$ cat config.mk
export PLATFORM = sky130hd
export DESIGN_NAME = memory_bank
export DESIGN_NICKNAME = d
export VERILOG_FILES = /design/src/rtl/mem_bank_pkg.sv /design/src/rtl/edge_sync.sv /design/src/rtl/memory_bank.sv
export SDC_FILE = /design/constraint.sdc
export NUM_CORES = 1
export LEC_CHECK = 0
export ABC_CLOCK_PERIOD_IN_PS = 2500
export CAP_MARGIN = 30
export CORE_ASPECT_RATIO = 1.75
export CORE_MARGIN = 2
export CORE_UTILIZATION = 55
export CTS_BUF_LIST = sky130_fd_sc_hd__clkbuf_4 sky130_fd_sc_hd__clkbuf_8
export DETAILED_ROUTE_END_ITERATION = 8
export PLACE_DENSITY = 0.79
export SETUP_SLACK_MARGIN = 0.5
export SLEW_MARGIN = 20
export SYNTH_ARGS = -nofsm -noshare
export SYNTH_HDL_FRONTEND = slang
export SYNTH_HIERARCHICAL = 1
export SYNTH_SLANG_ARGS = --single-unit
$ cat constraint.sdc
create_clock -name clk -period 2.5 [get_ports clk]
set_input_delay 0.375 -clock clk [delete_from_list [all_inputs] [get_ports clk]]
set_output_delay 0.375 -clock clk [all_outputs]
set_load 0.05 [all_outputs]
$ cat src/rtl/mem_bank_pkg.sv
// rtl/mem_bank_pkg.sv - shared constants and FSM state encoding for memory_bank
package mem_bank_pkg;

  localparam int DEF_DATA_WIDTH = 8;
  localparam int DEF_ADDR_WIDTH = 2;

  typedef enum logic {
    ST_IDLE  = 1'b0,
    ST_CLEAR = 1'b1
  } state_e;

endpackage

$ cat src/rtl/edge_sync.sv
// rtl/edge_sync.sv - two-flop synchroniser with rising-edge pulse output
module edge_sync (
  input  logic clk,
  input  logic reset,
  input  logic din,
  output logic pulse
);

  logic s1_q, s1_d;
  logic s2_q, s2_d;
  logic s3_q, s3_d;

  // Shift chain: s1/s2 resolve metastability, s3 holds the previous s2 for edge detect
  always_comb begin
    s1_d = din;
    s2_d = s1_q;
    s3_d = s2_q;
  end

  // Synchroniser registers, cleared so an in-flight press is discarded on reset
  always_ff @(posedge clk) begin
    if (reset) begin
      s1_q <= 1'b0;
      s2_q <= 1'b0;
      s3_q <= 1'b0;
    end else begin
      s1_q <= s1_d;
      s2_q <= s2_d;
      s3_q <= s3_d;
    end
  end

  assign pulse = s2_q & ~s3_q;

endmodule

$ cat src/rtl/memory_bank.sv
// rtl/memory_bank.sv - small word memory with button store, clear sweep and registered read
module memory_bank
  import mem_bank_pkg::*;
#(
  parameter int DATA_WIDTH = DEF_DATA_WIDTH,
  parameter int ADDR_WIDTH = DEF_ADDR_WIDTH,
  parameter int SYNC_STORE = 1
) (
  input  logic                  clk,
  input  logic                  reset,
  input  logic [DATA_WIDTH-1:0] data,
  input  logic [ADDR_WIDTH-1:0] addr,
  input  logic                  store,
  input  logic                  clear,
  input  logic [ADDR_WIDTH-1:0] rd_addr,
  output logic [DATA_WIDTH-1:0] memory,
  output logic                  mem_valid,
  output logic                  busy,
  output logic [ADDR_WIDTH:0]   stored_count
);

  localparam int                DEPTH     = 1 << ADDR_WIDTH;
  localparam logic [ADDR_WIDTH:0]   DEPTH_CNT = (ADDR_WIDTH + 1)'(DEPTH);
  localparam logic [ADDR_WIDTH:0]   CNT_ONE   = (ADDR_WIDTH + 1)'(1);
  localparam logic [ADDR_WIDTH-1:0] IDX_LAST  = ADDR_WIDTH'(DEPTH - 1);
  localparam logic [ADDR_WIDTH-1:0] IDX_ONE   = ADDR_WIDTH'(1);

  logic store_pulse;

  generate
    if (SYNC_STORE != 0) begin : g_sync
      edge_sync u_store_sync (
        .clk   (clk),
        .reset (reset),
        .din   (store),
        .pulse (store_pulse)
      );
    end else begin : g_direct
      assign store_pulse = store;
    end
  endgenerate

  state_e                  state_q, state_d;
  logic [ADDR_WIDTH-1:0]   idx_q, idx_d;
  logic [ADDR_WIDTH:0]     cnt_q, cnt_d;
  logic [DATA_WIDTH-1:0]   rd_data_q, rd_data_d;
  logic                    rd_valid_q, rd_valid_d;
  logic [DATA_WIDTH-1:0]   mem_q [DEPTH];
  logic [DEPTH-1:0]        valid_q;

  logic                    wr_en;
  logic [ADDR_WIDTH-1:0]   wr_addr;
  logic [DATA_WIDTH-1:0]   wr_data;
  logic                    wr_valid;

  // FSM next state, single array write port (user write or sweep) and write-first read mux
  always_comb begin
    state_d  = state_q;
    idx_d    = idx_q;
    cnt_d    = cnt_q;
    wr_en    = 1'b0;
    wr_addr  = addr;
    wr_data  = data;
    wr_valid = 1'b1;
    case (state_q)
      ST_IDLE: begin
        if (clear) begin
          state_d = ST_CLEAR;
          idx_d   = '0;
        end else if (store_pulse) begin
          wr_en = 1'b1;
          if (!valid_q[addr] && (cnt_q < DEPTH_CNT)) begin
            cnt_d = cnt_q + CNT_ONE;
          end
        end
      end
      ST_CLEAR: begin
        wr_en    = 1'b1;
        wr_addr  = idx_q;
        wr_data  = '0;
        wr_valid = 1'b0;
        idx_d    = idx_q + IDX_ONE;
        if (idx_q == IDX_LAST) begin
          state_d = ST_IDLE;
          idx_d   = '0;
          cnt_d   = '0;
        end
      end
    endcase
    if (wr_en && (wr_addr == rd_addr)) begin
      rd_data_d  = wr_data;
      rd_valid_d = wr_valid;
    end else begin
      rd_data_d  = mem_q[rd_addr];
      rd_valid_d = valid_q[rd_addr];
    end
  end

  // Control and read registers; reset launches a fresh sweep from entry 0
  always_ff @(posedge clk) begin
    if (reset) begin
      state_q    <= ST_CLEAR;
      idx_q      <= '0;
      cnt_q      <= '0;
      rd_data_q  <= '0;
      rd_valid_q <= 1'b0;
    end else begin
      state_q    <= state_d;
      idx_q      <= idx_d;
      cnt_q      <= cnt_d;
      rd_data_q  <= rd_data_d;
      rd_valid_q <= rd_valid_d;
    end
  end

  // Storage array and valid bits are not reset; the clear sweep zeroes them
  always_ff @(posedge clk) begin
    if (wr_en && !reset) begin
      mem_q[wr_addr]   <= wr_data;
      valid_q[wr_addr] <= wr_valid;
    end
  end

  assign memory       = rd_data_q;
  assign mem_valid    = rd_valid_q;
  assign busy         = (state_q == ST_CLEAR);
  assign stored_count = cnt_q;

endmodule

==> results_dict.tcl, run 1 <==
set metrics [dict create \
    status "finished, final reports clean" \
    syn-num-nets 173 \
    tightest_slew_ns 0.525 \
    fin_worst_skew_ns 0.00308 \
    core-area_um2 3900 \
    ys.warnings.count 6 \
    fp-row-count 30 \
    synth.avg_cell_area_um2 14.6 \
    wl_um 4610 \
    end_kind "primary output" \
    fp.dieW_um 52.6 \
    final_cell_mix "36 x edfxtp_1, 26 x clkdlybuf4s50_1, 17 x dfxtp_1" \
    vias_per_cell 5.92 \
    htreeDepth 2 \
    grt_use_total_pct 22.4 \
    ys_seq_elements 54 \
    critPathTopFamily "buffers and inverters" \
    r2r_end "mem_q[3][3]$_DFFE_PP_" \
    rsz0062_at_grt "no" \
    worstHoldStart "g_sync.u_store_sync/s1_q$_SDFF_PP0_" \
    clk_latency_ns 0.30 \
    io-pin-count 29 \
    cts_hold_buffers 0 \
    antenna_found_initial 0 \
    path_cells "clkdlybuf4s50_1" \
    antenna_cells 0 \
    syn_area_um2 2270 \
    cts_tree "yes" \
    grt_pass1_wl_um 7400 \
    cp.arrival_ns 1.58 \
    rr_startpoint "busy$_SDFF_PP1_" \
    fillers 260 \
    peakVddDrop_mv 0.630 \
    synthDistinctLibCells 35 \
    nNetsFinal 209 \
    post-route-period-util_pct 78.2 \
    finalMaxSlewViolations 0 \
    ant_nets 0 \
    drtPass1Iterations 4 \
    critical_path_required_ns 2.12 \
    hold_violations 0 \
    relSlewSlack_pct 64.9 \
    globalplace.congestion 0.802 \
    netlist_instances 155 \
    synth-edff-count 36 \
    synth_async_sr_flop_share_pct 0 \
    portBuffers 28 \
    p_leak_nw 0.998 \
    fin_crit_ns 1.96 \
    maxCapViolCount 0 \
    drc_errors 0 \
    min_path_type "reg -> reg" \
    max_freq_mhz 511 \
    initial_core_util_pct 58.1 \
    grt_remaining_overflow 0 \
    ys.flop_type "edfxtp_1" \
    crit_buf_inv 1 \
    ys_seq_area_share_pct 63.5 \
    powerDensity_nw_per_um2 733 \
    whs_path_depth 1 \
    setup_viol 0 \
    dieArea_um2 4680 \
    tns_ns 0 \
    reg2reg_slack_ns 0.65 \
    cts_buffers 5 \
    grt_pass1_vias 1509 \
    whs_ns 0.458 \
    initialDrtViolationCount 60 \
    cts_max_path_buffers 2 \
    hpwl_um 3320 \
    worst-setup-path-type "reg -> out" \
    slowest_stage "clkdlybuf4s50_1" \
    reg2reg_depth 6 \
    cts_root_buf "clkbuf_8" \
    die_h_um 89.0 \
    layout_commonest_cell "edfxtp_1" \
    drive_gt1_share_pct 19.3 \
    numClockSinks 54 \
    grt_max_degree 17 \
    slowest_delay_ns 0.86 \
    wl_per_cell_um 19.2 \
    vias 1421 \
    cts.clk_slew.worst_paths_ns 0.09 \
    critPathMaxFanout 3 \
    area_delta_synth_final_pct 23.2 \
    hold_end "g_sync.u_store_sync/s2_q$_SDFF_PP0_" \
    start_kind "register" \
]
## where the power goes
part	total (W)	switching, W	leakage, nW	internal, W
Sequential	0.00103	0.0000236	0.488	0.00101
Combinational	0.000319	0.000192	0.439	0.000127
Clock	0.000700	0.000273	0.0714	0.000427
Total	0.00205	0.000489	0.998	0.00156
## synthesized netlist by cell type, drive strengths merged (2+ instances only)
cell type  instances  share of area, %
nand3              9               2.0
ha                 2               1.1
inv                3              0.50
mux4               9               8.9
a22o               2              0.77
o21bai             2              0.66
nor2b              9               2.6
o21ai              9               2.0
and2b              3              0.99
nor2              10               1.7
nand2              4              0.66
and2               4               1.1
clkbuf             4              0.88
mux2i              4               2.3
edfxtp            36                48
xnor2              3               1.5
a21oi             12               2.6
buf                3               1.0
dfxtp             18                16
## worst max-delay path by stage
stage | start | slack [ns] | cells after the start | endpoint
finish | stored_count[2]$_SDFFE_PP0P_ | 0.54 | 1 | stored_count[2]
floorplan | busy$_SDFF_PP1_ | 0.54 | 5 | mem_q[2][0]$_DFFE_PP_
global placement | clear | 0.33 | 5 | mem_q[0][2]$_DFFE_PP_
global route | stored_count[2]$_SDFFE_PP0P_ | 0.50 | 1 | stored_count[2]
CTS | stored_count[2]$_SDFFE_PP0P_ | 0.54 | 1 | stored_count[2]
detailed placement | clear | 0.25 | 5 | mem_q[0][2]$_DFFE_PP_
## worst reg2reg max path: stages (launching register included)
cell	delay, ns
dfxtp_2	0.42
buf_4	0.21
inv_1	0.08
buf_4	0.14
nand4_1	0.08
a21oi_1	0.24
and2_2	0.36
## registers in the layout (all words and copies together) (netlist names)
register / cells
mem_q: 32
memory: 8
valid_q: 4
stored_count: 3
idx_q: 2
busy: 1
g_sync.u_store_sync/s1_q: 1
g_sync.u_store_sync/s2_q: 1
g_sync.u_store_sync/s3_q: 1
mem_valid: 1
## logic make-up (layout without fill, tap and decap cells)
family                   count (synthesis)  in the layout  synth area share [%]
flip-flops                              54             54                  63.5
AO/OA/AOI/OAI                           27             27                  7.83
XOR/XNOR                                 4              4                  2.70
AND/OR/NAND/NOR                         44             44                  10.5
buffers and inverters                   10             47                  2.43
multiplexers                            14             14                  11.9
adder cells (fa/ha/maj)                  2              2                  1.10
## routing by layer
| layer | global-route usage [%] | vias up | part of all wire (%) |
|---|---|---|---|
| met5 | 0 | - | 0 |
| li1 | - | 651 | - |
| met1 | 26.4 | 696 | 36 |
| met2 | 39.1 | 67 | 57 |
| met3 | 4.68 | 7 | 5.9 |
| met4 | 9.32 | 0 | 1.1 |
## metrics by stage
stage / std cells / setup WS (ns) / instance area (um^2) / total power (W) / util, %
finish: 240 / 0.545 / 2800 / 0.00205 / 71.6
global route: 240 / 0.504 / 2800 / 0.00212 / 71.6
CTS: 240 / 0.538 / 2790 / 0.00205 / 71.4
detailed placement: 232 / 0.250 / 2640 / 0.00137 / 67.7
global placement: 232 / 0.327 / 2640 / 0.00135 / 67.7
floorplan: 155 / 0.538 / 2270 / 0.00125 / -
## cell type report
| class | count | area (um^2) | share of cell area [%] |
|---|---|---|---|
| clock buffer | 6 | 82.6 | 2.95 |
| clock inverter | 2 | 60.1 | 2.15 |
| inverter | 3 | 11.3 | 0.403 |
| multi-input combinational | 91 | 785 | 28.1 |
| sequential | 54 | 1440 | 51.6 |
| tap | 48 | 60.1 | 2.15 |
| timing repair buffer | 36 | 354 | 12.7 |
## timing repair
| action | in CTS | in global routing |
|---|---|---|
| endpoints found under the setup margin | 28 | 14 |
| buffers inserted | 0 | 0 |
| gates resized for setup | 4 | 3 |
| endpoints found under the hold margin | 0 | 0 |
(Power assumes the default switching activity.)
==> run 2: changes to the inputs <==
- ABC_CLOCK_PERIOD_IN_PS: 2500 -> 1950
- clock period: 2.5 -> 1.95 ns (I/O delays scaled with it)
==> run 2 against run 1 <==
Worst setup slack worse by 0.25 ns. Final area increased by 7.1%. Critical path depth increased by 5. Clock-buffer cell count unchanged. Combinational power is 62% higher. Clock power grew 4.4%. Clock skew grew 0.0045 ns. Global-route usage rose by 2.2 points. Via count up 6.5%. First-iteration DRC count is 22% higher. Critical path type is now reg -> reg. Largest cell class unchanged.
==> results_dict.tcl, run 2 (synthesized netlist as in run 1, its figures left out) <==
set metrics [dict create \
    setup_viol 0 \
    cts_root_buf "clkbuf_8" \
    hpwl_um 3210 \
    drtPass1Iterations 4 \
    rsz0062_at_grt "yes" \
    crit_buf_inv 1 \
    tightest_slew_ns 0.490 \
    finalPower_w 0.00257 \
    whs_ns 0.450 \
    grt_use_total_pct 24.6 \
    initialDrtViolationCount 73 \
    path_cells "nor2b_4 -> or3b_4 -> nor2_4 -> o21bai_4 -> nor2_4 -> buf_12" \
    end_kind "register" \
    antenna_cells 0 \
    cts_buffers 5 \
    htreeDepth 2 \
    powerDensity_nw_per_um2 858 \
    largest_reg_flops 32 \
    reg2reg_depth 6 \
    nNetsFinal 228 \
    p_leak_nw 1.11 \
    worst-setup-path-type "reg -> reg" \
    relSlewSlack_pct 67.5 \
    ant_nets 0 \
    critical_path_required_ns 1.97 \
    start_kind "register" \
    largest-register "mem_q" \
    status "finished, final reports clean" \
    rr_startpoint "g_sync.u_store_sync/s2_q$_SDFF_PP0_" \
    grt_max_degree 17 \
    critPathTopFamily "simple AND/OR/NAND/NOR gates" \
    worst-path-stages 6 \
    die_h_um 89.0 \
    cp.arrival_ns 1.68 \
    min_path_type "reg -> reg" \
    fp.dieW_um 52.6 \
    worstHoldStart "g_sync.u_store_sync/s1_q$_SDFF_PP0_" \
    core-area_um2 3900 \
    cts_max_path_buffers 2 \
    antenna_found_initial 0 \
    grt_pass1_wl_um 7980 \
    fin_util_pct 76.7 \
    hold_end "g_sync.u_store_sync/s2_q$_SDFF_PP0_" \
    slowest_stage "or3b_4" \
    vias_per_cell 5.85 \
    reg2reg_slack_ns 0.29 \
    finalMaxSlewViolations 0 \
    initial_core_util_pct 58.1 \
    hold_violations 0 \
    wl_um 5150 \
    drive_gt1_share_pct 34.6 \
    io-pin-count 29 \
    fp-row-count 30 \
    max_freq_mhz 603 \
    final_cell_mix "36 x edfxtp_1, 19 x buf_4, 16 x dfxtp_1" \
    cts.clk_slew.worst_paths_ns 0.09 \
    dieArea_um2 4680 \
    slowest_delay_ns 0.42 \
    clk_latency_ns 0.30 \
    path_common_cell "nor2_4" \
    portBuffers 28 \
    critPathMaxFanout 9 \
    fin_worst_skew_ns 0.00763 \
    grt_pass1_vias 1580 \
    cts_tree "yes" \
    wl_per_cell_um 19.9 \
    maxCapViolCount 0 \
    fin_crit_ns 1.66 \
    vias 1514 \
    peakVddDrop_mv 0.677 \
    drc_errors 0 \
    post-route-period-util_pct 85.0 \
    r2r_end "mem_q[2][7]$_DFFE_PP_" \
    area_delta_synth_final_pct 31.9 \
    numClockSinks 54 \
    grt_remaining_overflow 0 \
    globalplace.congestion 0.818 \
    layout_commonest_cell "edfxtp_1" \
    cts_hold_buffers 0 \
    whs_path_depth 1 \
]
==> run 2: changes by cell type in the layout (fill, tap and decap cells not counted), sizes merged <==
cell / change
dlymetal6s2s: -1
clkinv: +1
and2: +1
clkdlybuf4s15: +7
clkbuf: +4
bufinv: -1
buf: +19
dlygate4sd2: +3
clkdlybuf4s50: -14
==> run 2: what timing repair did <==
action | CTS | global route
resized for setup | 28 | 26
cloned | 1 | 0
endpoints found under the setup margin | 60 | 57
buffers inserted | 10 | 0
pin swaps | 5 | 4
endpoints found under the hold margin | 0 | 0
==> run 2: worst register-to-register path: cells and delay by family (launching register included) <==
kind	cells	cell delay [ns]
buffers and inverters	1	0.15
flip-flops	1	0.33
AO/OA/AOI/OAI	1	0.09
AND/OR/NAND/NOR	4	0.81
==> run 2: report_power, final <==
part	leakage, nW	total, W	internal (W)	switching [W]
Combinational	0.565	0.000518	0.000231	0.000287
Sequential	0.489	0.00132	0.00129	0.0000288
Clock	0.0563	0.000731	0.000393	0.000338
==> run 2: worst max path at each step <==
stage / start / to
2_1_floorplan: busy$_SDFF_PP1_ / mem_q[0][0]$_DFFE_PP_
3_3_place_gp: addr[0] / stored_count[0]$_SDFFE_PP0P_
3_5_place_dp: addr[0] / stored_count[0]$_SDFFE_PP0P_
4_1_cts: g_sync.u_store_sync/s2_q$_SDFF_PP0_ / mem_q[2][3]$_DFFE_PP_
5_1_grt: busy$_SDFF_PP1_ / mem_q[1][7]$_DFFE_PP_
6_report: g_sync.u_store_sync/s2_q$_SDFF_PP0_ / mem_q[2][7]$_DFFE_PP_
==> run 2: area by class of cell <==
cell class / count / area (um^2)
multi-input combinational: 92 / 858
timing repair buffer: 54 / 507
clock buffer: 6 / 76.3
fill: 243 / 911
inverter: 3 / 11.3
tap: 48 / 60.1
sequential: 54 / 1450
clock inverter: 2 / 33.8
==> run 2: per-layer routing <==
metal	track usage, %	vias to the layer above	part of all wire (%)
met5	0	-	0
li1	-	692	-
met1	28.4	748	36
met4	13.5	0	4.3
met3	4.18	18	3.5
met2	42.5	56	56
==> run 2: metrics by stage <==
| step | instances | TNS (ns) | instance area (um^2) | setup slack [ns] |
|---|---|---|---|---|
| after CTS | 259 | 0 | 2960 | 0.303 |
| after global placement | 240 | 0 | 2730 | 0.00621 |
| after global routing | 259 | 0 | 2990 | 0.202 |
| after floorplan | 155 | 0 | 2300 | 0.376 |
| after detailed placement | 240 | -0.466 | 2730 | -0.0521 |
| final | 259 | 0 | 2990 | 0.293 |
==> run 3: changes to the inputs <==
- ABC_CLOCK_PERIOD_IN_PS: 1950 -> 1600
- clock period: 1.95 -> 1.6 ns (I/O delays scaled with it)
==> run 3 against run 2 <==
The run now ends with negative setup slack left. Sequential power is 22% higher. Clock-buffer cell count grew 1. Total power up 26%. Largest power group unchanged. Non-clock buffer count is 7 higher. Worst setup slack worse by 0.35 ns.
==> results_dict.tcl, run 3 (synthesized netlist as in run 1, its figures left out) <==
set metrics [dict create \
    status "finished, violations left" \
    violations "negative setup slack" \
    fp-row-count 30 \
    finalPower_w 0.00324 \
    grt_pass1_wl_um 8980 \
    slowest_stage "or3b_4" \
    ant_nets 0 \
    clk_latency_ns 0.30 \
    stdcell_area_um2 3300 \
    p_leak_nw 1.22 \
    max_freq_mhz 605 \
    antenna_cells 0 \
    hpwl_um 3660 \
    cp.arrival_ns 1.68 \
    worst-setup-path-type "reg -> reg" \
    cts_hold_buffers 0 \
    largest_reg_flops 32 \
    fin_worst_skew_ns 0.00533 \
    globalplace.congestion 0.871 \
    whs_ns 0.458 \
    wl_um 6060 \
    htreeDepth 2 \
    layout_setup_ws_ns -0.0533 \
    layout_commonest_cell "edfxtp_1" \
    path_cells "nor2b_4 -> or3b_4 -> nor2_4 -> o21bai_4 -> nor2_4 -> buf_4" \
    cts_buffers 5 \
    fillers 185 \
    numClockSinks 54 \
    rsz0062_at_grt "yes" \
    hold_violations 0 \
    grt_pass1_vias 1782 \
    area_delta_synth_final_pct 45.4 \
    fin_crit_ns 1.65 \
    dpl_cell_area_um2 2820 \
    peakVddDrop_mv 0.963 \
    slowest_delay_ns 0.42 \
    critical_path_required_ns 1.63 \
    setup_viol 24 \
    grt_remaining_overflow 0 \
    finalMaxSlewViolations 0 \
    crit_buf_inv 1 \
    die_h_um 89.0 \
    end_kind "register" \
    start_kind "register" \
    critPathMaxFanout 3 \
    critPathTopFamily "simple AND/OR/NAND/NOR gates" \
    largest-register "mem_q" \
    path_common_cell "nor2_4" \
    pre_cts_slack_ns -0.318 \
    drive_gt1_share_pct 53.2 \
    core-area_um2 3900 \
    post-route-period-util_pct 103 \
    min_path_type "reg -> reg" \
    nNetsFinal 237 \
    tns_ns -0.885 \
    vias 1608 \
    portBuffers 28 \
    cts_max_path_buffers 2 \
    initialDrtViolationCount 48 \
    fp.dieW_um 52.6 \
    cts_tree "yes" \
    cts_root_buf "clkbuf_8" \
    grt_use_total_pct 27.6 \
    powerDensity_nw_per_um2 981 \
    dieArea_um2 4680 \
    cts.clk_slew.worst_paths_ns 0.09 \
    tightest_slew_ns 0.364 \
    io-pin-count 29 \
    final_cell_mix "36 x edfxtp_1, 27 x buf_4, 13 x dfxtp_1, 13 x clkdlybuf4s50_1, 11 x buf_6" \
    antenna_found_initial 0 \
    initial_core_util_pct 58.1 \
    vias_per_cell 6.00 \
    grt_max_degree 17 \
    drc_errors 0 \
    drtPass1Iterations 4 \
    maxCapViolCount 0 \
    relSlewSlack_pct 75.7 \
    wl_per_cell_um 22.6 \
]
-- run 3: final timing paths --
path | depth (start not counted) | slack, ns | startpoint | endpoint
min reg2reg | 1 | 0.46 | g_sync.u_store_sync/s1_q$_SDFF_PP0_ | g_sync.u_store_sync/s2_q$_SDFF_PP0_
min | 1 | 0.46 | g_sync.u_store_sync/s1_q$_SDFF_PP0_ | g_sync.u_store_sync/s2_q$_SDFF_PP0_
max | 6 | -0.05 | g_sync.u_store_sync/s2_q$_SDFF_PP0_ | mem_q[0][2]$_DFFE_PP_
max reg2reg | 6 | -0.05 | g_sync.u_store_sync/s2_q$_SDFF_PP0_ | mem_q[0][2]$_DFFE_PP_
-- run 3: worst register-to-register path, stage by stage, from the launching register on --
cell and delay [ns]:
dfxtp_2 0.34, nor2b_4 0.14, or3b_4 0.42, nor2_4 0.12
o21bai_4 0.09, nor2_4 0.14, buf_4 0.14
-- run 3: cell type report --
cell class                      instances  area [um^2]  share of cell area (%)
Clock buffer                            7         96.3                    2.92
Clock inverter                          1         8.76                   0.265
Inverter                                3         11.3                   0.341
Multi-Input combinational cell         94         1040                    31.5
Sequential cell                        54         1460                    44.1
Tap cell                               48         60.1                    1.82
Timing Repair Buffer                   61          628                    19.0
-- run 3: through the flow --
stage               utilization [%]  cells
floorplan                         -    155
global placement               72.2    249
detailed placement             72.2    249
CTS                            81.5    265
global route                   84.6    268
finish                         84.6    268
-- run 3: report_power, final --
| group | internal [W] | switching (W) |
|---|---|---|
| combinational | 0.000359 | 0.000449 |
| sequential | 0.00157 | 0.0000362 |
| clock | 0.000397 | 0.000427 |
-- run 3: routing by layer --
| layer | GRT usage (%) | up-vias | share of wire, % |
|---|---|---|---|
| met5 | 0 | - | 0 |
| met4 | 12.1 | 0 | 1.7 |
| met3 | 4.52 | 15 | 3.4 |
| met2 | 53.0 | 56 | 61 |
| met1 | 28.0 | 822 | 34 |
| li1 | - | 715 | - |
-- run 3: repair_timing --
item,4_1_cts,5_1_grt
cloned,4,0
setup buffers,4,3
hold endpoints to repair,0,0
endpoints found under the setup margin,60,82
gates resized for setup,56,23
pin swaps,16,9
